===== src/rtl/crd_intersect_if.sv =====
// Stream bundle for crd_intersect: two aligned (coord, pos) input fibers and
// the intersected {coord, pos0, pos1} output bundle.
interface crd_intersect_if #(parameter int DATA_WIDTH = 16);
    localparam int W = DATA_WIDTH + 1;

    logic [W-1:0] coord_in_0;
    logic [W-1:0] pos_in_0;
    logic         coord_in_0_valid;
    logic         coord_in_0_ready;
    logic [W-1:0] coord_in_1;
    logic [W-1:0] pos_in_1;
    logic         coord_in_1_valid;
    logic         coord_in_1_ready;

    logic [W-1:0] coord_out;
    logic         coord_out_valid;
    logic         coord_out_ready;
    logic [W-1:0] pos_out_0;
    logic         pos_out_0_valid;
    logic         pos_out_0_ready;
    logic [W-1:0] pos_out_1;
    logic         pos_out_1_valid;
    logic         pos_out_1_ready;

    modport master (
        output coord_in_0, pos_in_0, coord_in_0_valid,
        output coord_in_1, pos_in_1, coord_in_1_valid,
        input  coord_in_0_ready, coord_in_1_ready,
        input  coord_out, coord_out_valid, pos_out_0, pos_out_0_valid,
        input  pos_out_1, pos_out_1_valid,
        output coord_out_ready, pos_out_0_ready, pos_out_1_ready
    );

    modport slave (
        input  coord_in_0, pos_in_0, coord_in_0_valid,
        input  coord_in_1, pos_in_1, coord_in_1_valid,
        output coord_in_0_ready, coord_in_1_ready,
        output coord_out, coord_out_valid, pos_out_0, pos_out_0_valid,
        output pos_out_1, pos_out_1_valid,
        input  coord_out_ready, pos_out_0_ready, pos_out_1_ready
    );
endinterface


===== src/rtl/crd_intersect.sv =====
// Two-way sparse coordinate intersecter: pops the smaller coordinate, emits
// {coord, posA, posB} for coordinates present in both fibers.
module crd_intersect #(
    parameter int DATA_WIDTH = 16
) (
    input  logic             clk,
    input  logic             rst_n,
    input  logic             clk_en,
    input  logic             flush,
    input  logic             tile_en,
    crd_intersect_if.slave   bus,
    output logic             proto_err
);
    localparam int W = DATA_WIDTH + 1;

    logic         active;
    logic         fire;
    logic         slot_free;
    logic         decide;
    logic         a_tok;
    logic         b_tok;
    logic         a_lt_b;
    logic         words_eq;
    logic         sel_a;
    logic         sel_b;
    logic         sel_load;
    logic         sel_mismatch;
    logic         do_load;

    logic         out_full;
    logic [W-1:0] out_coord;
    logic [W-1:0] out_pos0;
    logic [W-1:0] out_pos1;

    assign active    = clk_en & tile_en;
    assign fire      = active & out_full & bus.coord_out_ready
                     & bus.pos_out_0_ready & bus.pos_out_1_ready;
    assign slot_free = ~out_full | fire;
    assign decide    = active & bus.coord_in_0_valid & bus.coord_in_1_valid & slot_free;

    // Payload compare orders data by value and tokens by level (stop < done).
    assign a_tok    = bus.coord_in_0[W-1];
    assign b_tok    = bus.coord_in_1[W-1];
    assign a_lt_b   = bus.coord_in_0[W-2:0] < bus.coord_in_1[W-2:0];
    assign words_eq = bus.coord_in_0 == bus.coord_in_1;

    // NOTE: every output of a combinational block gets a default first so
    // no path through the case can infer a latch.
    always_comb begin
        sel_a        = 1'b0;
        sel_b        = 1'b0;
        sel_load     = 1'b0;
        sel_mismatch = 1'b0;
        unique case ({a_tok, b_tok})
            2'b00: begin
                if (words_eq) begin
                    sel_a    = 1'b1;
                    sel_b    = 1'b1;
                    sel_load = 1'b1;
                end else if (a_lt_b) begin
                    sel_a = 1'b1;
                end else begin
                    sel_b = 1'b1;
                end
            end
            2'b01:   sel_a = 1'b1;
            2'b10:   sel_b = 1'b1;
            default: begin
                if (words_eq) begin
                    sel_a    = 1'b1;
                    sel_b    = 1'b1;
                    sel_load = 1'b1;
                end else begin
                    sel_mismatch = 1'b1;
                    if (a_lt_b) sel_a = 1'b1;
                    else        sel_b = 1'b1;
                end
            end
        endcase
    end

    assign do_load              = decide & sel_load;
    assign bus.coord_in_0_ready = decide & sel_a;
    assign bus.coord_in_1_ready = decide & sel_b;

    // NOTE: sequential state is updated with non-blocking assignments so every
    // register samples the pre-edge values regardless of statement order.
    always_ff @(posedge clk or negedge rst_n) begin
        if (!rst_n) begin
            out_full  <= 1'b0;
            out_coord <= '0;
            out_pos0  <= '0;
            out_pos1  <= '0;
            proto_err <= 1'b0;
        end else if (flush) begin
            out_full  <= 1'b0;
            out_coord <= '0;
            out_pos0  <= '0;
            out_pos1  <= '0;
            proto_err <= 1'b0;
        end else begin
            if (do_load) begin
                out_full  <= 1'b1;
                out_coord <= bus.coord_in_0;
                out_pos0  <= a_tok ? bus.coord_in_0 : bus.pos_in_0;
                out_pos1  <= b_tok ? bus.coord_in_1 : bus.pos_in_1;
            end else if (fire) begin
                out_full <= 1'b0;
            end
            if (decide && sel_mismatch) proto_err <= 1'b1;
        end
    end

    assign bus.coord_out       = out_coord;
    assign bus.pos_out_0       = out_pos0;
    assign bus.pos_out_1       = out_pos1;
    assign bus.coord_out_valid = out_full & tile_en;
    assign bus.pos_out_0_valid = out_full & tile_en;
    assign bus.pos_out_1_valid = out_full & tile_en;
endmodule


===== src/flat_wrapper.sv =====
// flat-port wrapper written by rule: the top's interface ports become plain ports
module crd_intersect_flat 
#(
    parameter int DATA_WIDTH = 16
)
  (clk, rst_n, clk_en, flush, tile_en, proto_err, bus_coord_in_0, bus_pos_in_0, bus_coord_in_0_valid, bus_coord_in_1, bus_pos_in_1, bus_coord_in_1_valid, bus_coord_in_0_ready, bus_coord_in_1_ready, bus_coord_out, bus_coord_out_valid, bus_pos_out_0, bus_pos_out_0_valid, bus_pos_out_1, bus_pos_out_1_valid, bus_coord_out_ready, bus_pos_out_0_ready, bus_pos_out_1_ready);
  crd_intersect_if #(.DATA_WIDTH(DATA_WIDTH)) bus_i ();
  input  logic clk;
  input  logic rst_n;
  input  logic clk_en;
  input  logic flush;
  input  logic tile_en;
  output logic proto_err;
  input wire logic [$bits(bus_i.coord_in_0)-1:0] bus_coord_in_0;
  input wire logic [$bits(bus_i.pos_in_0)-1:0] bus_pos_in_0;
  input wire logic [$bits(bus_i.coord_in_0_valid)-1:0] bus_coord_in_0_valid;
  input wire logic [$bits(bus_i.coord_in_1)-1:0] bus_coord_in_1;
  input wire logic [$bits(bus_i.pos_in_1)-1:0] bus_pos_in_1;
  input wire logic [$bits(bus_i.coord_in_1_valid)-1:0] bus_coord_in_1_valid;
  output wire logic [$bits(bus_i.coord_in_0_ready)-1:0] bus_coord_in_0_ready;
  output wire logic [$bits(bus_i.coord_in_1_ready)-1:0] bus_coord_in_1_ready;
  output wire logic [$bits(bus_i.coord_out)-1:0] bus_coord_out;
  output wire logic [$bits(bus_i.coord_out_valid)-1:0] bus_coord_out_valid;
  output wire logic [$bits(bus_i.pos_out_0)-1:0] bus_pos_out_0;
  output wire logic [$bits(bus_i.pos_out_0_valid)-1:0] bus_pos_out_0_valid;
  output wire logic [$bits(bus_i.pos_out_1)-1:0] bus_pos_out_1;
  output wire logic [$bits(bus_i.pos_out_1_valid)-1:0] bus_pos_out_1_valid;
  input wire logic [$bits(bus_i.coord_out_ready)-1:0] bus_coord_out_ready;
  input wire logic [$bits(bus_i.pos_out_0_ready)-1:0] bus_pos_out_0_ready;
  input wire logic [$bits(bus_i.pos_out_1_ready)-1:0] bus_pos_out_1_ready;
  assign bus_i.coord_in_0 = bus_coord_in_0;
  assign bus_i.pos_in_0 = bus_pos_in_0;
  assign bus_i.coord_in_0_valid = bus_coord_in_0_valid;
  assign bus_i.coord_in_1 = bus_coord_in_1;
  assign bus_i.pos_in_1 = bus_pos_in_1;
  assign bus_i.coord_in_1_valid = bus_coord_in_1_valid;
  assign bus_coord_in_0_ready = bus_i.coord_in_0_ready;
  assign bus_coord_in_1_ready = bus_i.coord_in_1_ready;
  assign bus_coord_out = bus_i.coord_out;
  assign bus_coord_out_valid = bus_i.coord_out_valid;
  assign bus_pos_out_0 = bus_i.pos_out_0;
  assign bus_pos_out_0_valid = bus_i.pos_out_0_valid;
  assign bus_pos_out_1 = bus_i.pos_out_1;
  assign bus_pos_out_1_valid = bus_i.pos_out_1_valid;
  assign bus_i.coord_out_ready = bus_coord_out_ready;
  assign bus_i.pos_out_0_ready = bus_pos_out_0_ready;
  assign bus_i.pos_out_1_ready = bus_pos_out_1_ready;
  crd_intersect #(.DATA_WIDTH(DATA_WIDTH)) u_core (.clk(clk), .rst_n(rst_n), .clk_en(clk_en), .flush(flush), .tile_en(tile_en), .bus(bus_i), .proto_err(proto_err));
endmodule

===== config.mk =====
export PLATFORM = sky130hd
export DESIGN_NAME = crd_intersect_flat
export DESIGN_NICKNAME = d
export VERILOG_FILES = /design/src/rtl/crd_intersect_if.sv /design/src/rtl/crd_intersect.sv /design/src/flat_wrapper.sv
export SDC_FILE = /design/constraint.sdc
export NUM_CORES = 1
export LEC_CHECK = 0
export CORE_MARGIN = 5
export CORE_UTILIZATION = 42
export CTS_CLUSTER_SIZE = 25
export DETAILED_ROUTE_END_ITERATION = 10
export HOLD_SLACK_MARGIN = 0.06
export PLACE_DENSITY = 0.8
export REMOVE_ABC_BUFFERS = 1
export SLEW_MARGIN = 20
export SYNTH_ARGS = -nofsm -noshare
export SYNTH_HDL_FRONTEND = slang
export SYNTH_SLANG_ARGS = --single-unit

===== constraint.sdc =====
create_clock -name clk -period 2.7 [get_ports clk]
set_input_delay 0.27 -clock clk [delete_from_list [all_inputs] [get_ports clk]]
set_output_delay 0.27 -clock clk [all_outputs]
set_load 0.03 [all_outputs]

**Yosys cells after proc, flatten, opt, wreduce, memory -nomap -nowiden**

Cells that the tools add are included.

- Flip-flop bits (word level): 53
- Bits of input ports: 78
- Output and inout port bits: 57
- Word-level logic and storage cells: 53

- Magnitude comparators: 1
- Equal/unequal tests: 3
- Muxes and demuxes: 23
- Bitwise logic cells: 14
- Reduce and logical (&&, ||, !) cells: 7

Operator list:

| cell | count |
|---|---|
| 2-to-1 mux 17 bit | 8 |
| equality test 17 bit | 1 |
| < comparator 16 bit | 1 |
| 2-to-1 mux 1 bit | 13 |
| AND 1 bit | 12 |
| case mux 1 bit (2 select lines) | 2 |
| nonzero test 2 bit | 2 |
| nonzero test 3 bit | 1 |
| OR reduction 3 bit | 1 |
| equality test 2 x 1 -> 1 bit (second input constant) | 1 |
| equality test 2 bit (second input constant) | 1 |
| logical NOT 2 bit | 1 |
| OR reduction 2 bit | 1 |
| logical AND 1 bit | 1 |
| inverter 1 bit | 1 |
| bitwise OR 1 bit | 1 |

**Depth between registers and ports, before layout**

- Word-level depth: 10
- Depth in mapped cells: 11
- Depth with buffers taken out: 7

**Least setup slack after synthesis**

Ideal clock, no wire load.

- Path type: input to output
- Start: input bus_coord_in_1[16]
- End: output bus_coord_in_0_ready
- Arrival: 2213 ps
- Required time: 2430 ps
- Path slack: 217 ps
- Stages on the path: 8
- Path buffers: 2
- Cell sequence: buf_2 buf_1 inv_1 ha_1 nand3_1 nor2_1 nand2_1 a31oi_1

- Cells in the longest elaborated chain, start to end: 4
- Elaborated cells between the ends (all ways): 6
- Classes of those cells: eq/ne: 3; mux: 2; bitwise: 1

Ends and longest elaborated chain:

| what | line | source |
|---|---|---|
| start, declared | flat_wrapper.sv:17 | `input wire logic [$bits(bus_i.coord_in_1)-1:0] bus_coord_in_1;` |
| equality test 17 bit | crd_intersect.sv:45 | `assign words_eq = bus.coord_in_0 == bus.coord_in_1;` |
| 2-to-1 mux 1 bit | crd_intersect.sv:69 | `if (words_eq) begin` |
| case mux 1 bit (2 select lines) * | crd_intersect.sv:54 | `unique case ({a_tok, b_tok})` |
| AND 1 bit * | crd_intersect.sv:83 | `assign bus.coord_in_0_ready = decide & sel_a;` |
| end, declared | flat_wrapper.sv:20 | `output wire logic [$bits(bus_i.coord_in_0_ready)-1:0] bus_coord_in_0_ready;` |

Every way passes the cells marked *; elsewhere a longest branch is shown, timed or not.

**Worst setup path in the final report**

- Start: input bus_coord_in_0[11]
- End: output bus_coord_in_1_ready

- Cells in the longest elaborated chain, start to end: 5
- Elaborated cells between the ends (all ways): 6
- Classes of those cells: order compare: 1; eq/ne: 1; mux: 3; bitwise: 1

Ends and longest elaborated chain:

| what | line | source |
|---|---|---|
| start, declared | flat_wrapper.sv:14 | `input wire logic [$bits(bus_i.coord_in_0)-1:0] bus_coord_in_0;` |
| < comparator 16 bit | crd_intersect.sv:44 | `assign a_lt_b = bus.coord_in_0[W-2:0] < bus.coord_in_1[W-2:0];` |
| 2-to-1 mux 1 bit | crd_intersect.sv:60, crd_intersect.sv:75 |  |
| 2-to-1 mux 1 bit * | crd_intersect.sv:69 |  |
| case mux 1 bit (2 select lines) * | crd_intersect.sv:54 |  |
| AND 1 bit * | crd_intersect.sv:84 | `assign bus.coord_in_1_ready = decide & sel_b;` |
| end, declared | flat_wrapper.sv:21 | `output wire logic [$bits(bus_i.coord_in_1_ready)-1:0] bus_coord_in_1_ready;` |

Marks and branches as above.

==> qor.txt <==
ANT cells: 0
Register area: 0.001326 mm2
Syn Area/Cell: 9.916 um2
Post-synth EDFFs: 0
Core Area: 0.007137 mm2
Crit Path Category: in2out
Clock slew at reported path FFs: 0.09 ns
Slew margin rel.: 54.25%
Fillers: 604
Yosys top cell area share: 43.71%
Drt total wl: 8710 um
Max-slew violations: 0
Placed insts: 532
IO Pins: 135
Sink Count: 53
Sw Ratio: 24.85%
Starting density of the core: 42.51%
Most instantiated cells after synthesis: dfrtp_1, nand2_1, nor2_1, mux2i_1, a21oi_1
Critical path fanouts, max: 3
Minimum clock period: 2.686 ns
Area leader, netlist: dfrtp_1
CTS max path bufs: 2
Mean number of vias per cell: 5.052
Routed Antenna Nets: 0
Worst-Skew Late Latency: 0.31 ns
Fin crit share: 99.48%
P_int: 0.001251 W
Mapped Cells: 306
Area Overhead vs Synth: 58.64%
Skew final: 0.008018 ns
Largest net degree at the start of global routing: 54
Design area: 0.004813 mm2
Final design utilization: 67.44%
Max incr delay on CP: 0.57 ns
Inserted Clock Buffers: 5
Register area share after synthesis: 43.71%
Synth warn: 0
Worst slew pin tran: 0.6862 ns
Reg power frac: 47.7%
Final std cells w/o fill: 541
Vias in the first global route: 2729
Largest cells by area after synthesis: dfrtp_1, mux2i_1, a211oi_2, ha_1, nand2_1
Place WS: -0.1415 ns
Final setup viols: 0
Ys flop type: dfrtp_1
GRT Resource Usage Total: 18.85%
Clock share of power: 32.9%
Power share of the combinational group: 19.4%
Initial DRC count: 33
P_leak: 2.067 nW
PortBufs: 134
Synth cell types: 30
Most frequent cell after synthesis: dfrtp_1
Fin worst setup slack: 0.01414 ns
First-pass GRT wire length: 13330 um
Fmax: 372.3 MHz
Average wire per standard cell: 16.10 um
Buffers and inverters on the worst path: 2
Worst Path Required: 2.43 ns
VDD IR-drop max: 263.4 uV
Hold WC Path Type: in2async
Post-detail-place hpwl: 6271 um
# nets final: 538
Area of the multi-input gates: 0.001659 mm2
Grt ovf: 0
CP delay by family, top: simple AND/OR/NAND/NOR gates
Hold buffer count at cts: 0
Initial antenna violation count: 0
Post-synthesis register bit count: 53
Placer's final routability congestion estimate: 0.7687
Slowest cell on the critical path: clkdlybuf4s50_1
CTS tree: built
Chip width: 95.00 um
DRC errors left: 0
Cell Area, Synth: 0.003034 mm2
Share of cells above drive strength 1: 15.16%
Ys async rst share: 100.0%
CP Cell Sequence: clkdlybuf4s50_1, ha_4, nand4_1, nor3_2, a21boi_1, or4b_4, o221a_4, buf_6
DRT Pass-1 Iters: 5
Status: finished clean
Placed Area: 0.004518 mm2
Site Rows: 31
DR vias: 2733
Net Switching: 0.0004135 W
Hold_ws: 0.09083 ns
Max-cap viol count: 0
Die area: 0.009024 mm2
CTS root buffer: clkbuf_8
Final Hold Vio Count: 0
Startpoint types: input port
H-tree depth: 2
DIE HEIGHT: 95.00 um
Setup crit end kind: output pin
Power Density: 345.8 mW/mm2
CP Data Arrival Time: 2.42 ns
## flip-flops by register name (all words and copies together), names as in the netlist
signal                count
u_core.bus.pos_out_0     17
u_core.bus.pos_out_1     17
u_core.bus.coord_out     17
u_core.out_full           1
u_core.proto_err          1
## cell families after synthesis
logic type / after synthesis / share of synthesized area (%)
AO/OA/AOI/OAI: 67 / 17.86
adder cells (fa/ha/maj): 19 / 7.835
buffers and inverters: 41 / 6.886
flip-flops: 53 / 43.71
multiplexers: 32 / 10.56
AND/OR/NAND/NOR: 94 / 13.15
## worst reg2reg max path, cell delays in order, from the launching register on
cell	delay [ns]
dfrtp_1	0.41
a211oi_2	0.41
and3_4	0.30
buf_12	0.24
nor2_1	0.11
a211oi_1	0.24
## path summary, 6_finish.rpt
check / startpoint / to / slack [ns] / cells after the start
max reg2reg: u_core.out_full$_DFFE_PN0P_ / u_core.bus.pos_out_0[10]$_DFFE_PN0P_ / 0.90 / 5
min in group clk: bus_coord_in_1[9] / u_core.bus.pos_out_1[9]$_DFFE_PN0P_ / 0.38 / 3
min reg2reg: u_core.proto_err$_DFFE_PN0P_ / u_core.proto_err$_DFFE_PN0P_ / 0.51 / 2
max: bus_coord_in_0[11] / bus_coord_in_1_ready / 0.01 / 8
min: rst_n / u_core.bus.pos_out_0[2]$_DFFE_PN0P_ / 0.09 / 2
max in group asynchronous: rst_n / u_core.bus.coord_out[7]$_DFFE_PN0P_ / 2.16 / 2
## cell usage in the layout (no fill, tap or decap), types with 2 or more instances in the layout
cell | netlist | routed
a211oi_1 | 13 | 13
a21o_1 | 2 | 2
buf_4 | 5 | 14
dlymetal6s2s_1 | 0 | 7
inv_1 | 18 | 16
buf_12 | 0 | 4
mux2i_1 | 32 | 32
buf_2 | 5 | 2
inv_2 | 0 | 2
clkbuf_8 | 0 | 5
a21oi_1 | 24 | 23
clkdlybuf4s50_1 | 0 | 123
o21ai_0 | 2 | 2
ha_4 | 0 | 9
ha_1 | 19 | 10
nor3_1 | 5 | 5
nand2_1 | 40 | 39
nor2_1 | 36 | 36
dfrtp_1 | 53 | 53
nand4_1 | 2 | 2
nand3_1 | 5 | 5
a211oi_2 | 20 | 20
## area by class of cell
| type | count | area share, % |
|---|---|---|
| clock buffers | 6 | 1.508 |
| clock inverters | 2 | 0.8058 |
| inverters | 18 | 1.404 |
| multi-input cells | 212 | 34.47 |
| flip-flops and latches | 53 | 27.55 |
| well taps | 99 | 2.573 |
| repair buffers | 151 | 31.69 |
## metrics by stage
step	TNS (ns)	power, W
finish	0	0.001664
global route	-0.07844	0.001743
CTS	0	0.001662
detailed placement	-0.2543	0.001100
global placement	-0.2592	0.001097
floorplan	-22.51	0.0008975
## layer usage
metal  track usage, %  share of wire (%)  vias up
met5                0                  0        -
met4            3.486               0.73        0
met3            5.020                6.0        8
met2            32.82                 50       81
met1            23.62                 43     1304
li1                 -                  -     1340
## power groups by stage
stage | registers [W] | logic (W) | clock network, W
floorplan | 0.000810 | 0.0000878 | 0
global placement | 0.000809 | 0.000288 | 0
detailed placement | 0.000809 | 0.000291 | 0
CTS | 0.000793 | 0.000305 | 0.000564
global route | 0.000794 | 0.000354 | 0.000596
finish | 0.000793 | 0.000323 | 0.000548
## what timing repair did
item / CTS / global route
pin swaps: 1 / 3
setup endpoints to repair: 2 / 2
resized for setup: 7 / 20
endpoints found under the hold margin: 0 / 0
buffers inserted: 0 / 1
gates cloned: 0 / 0
Note: power is estimated with default switching activity, not from simulation.
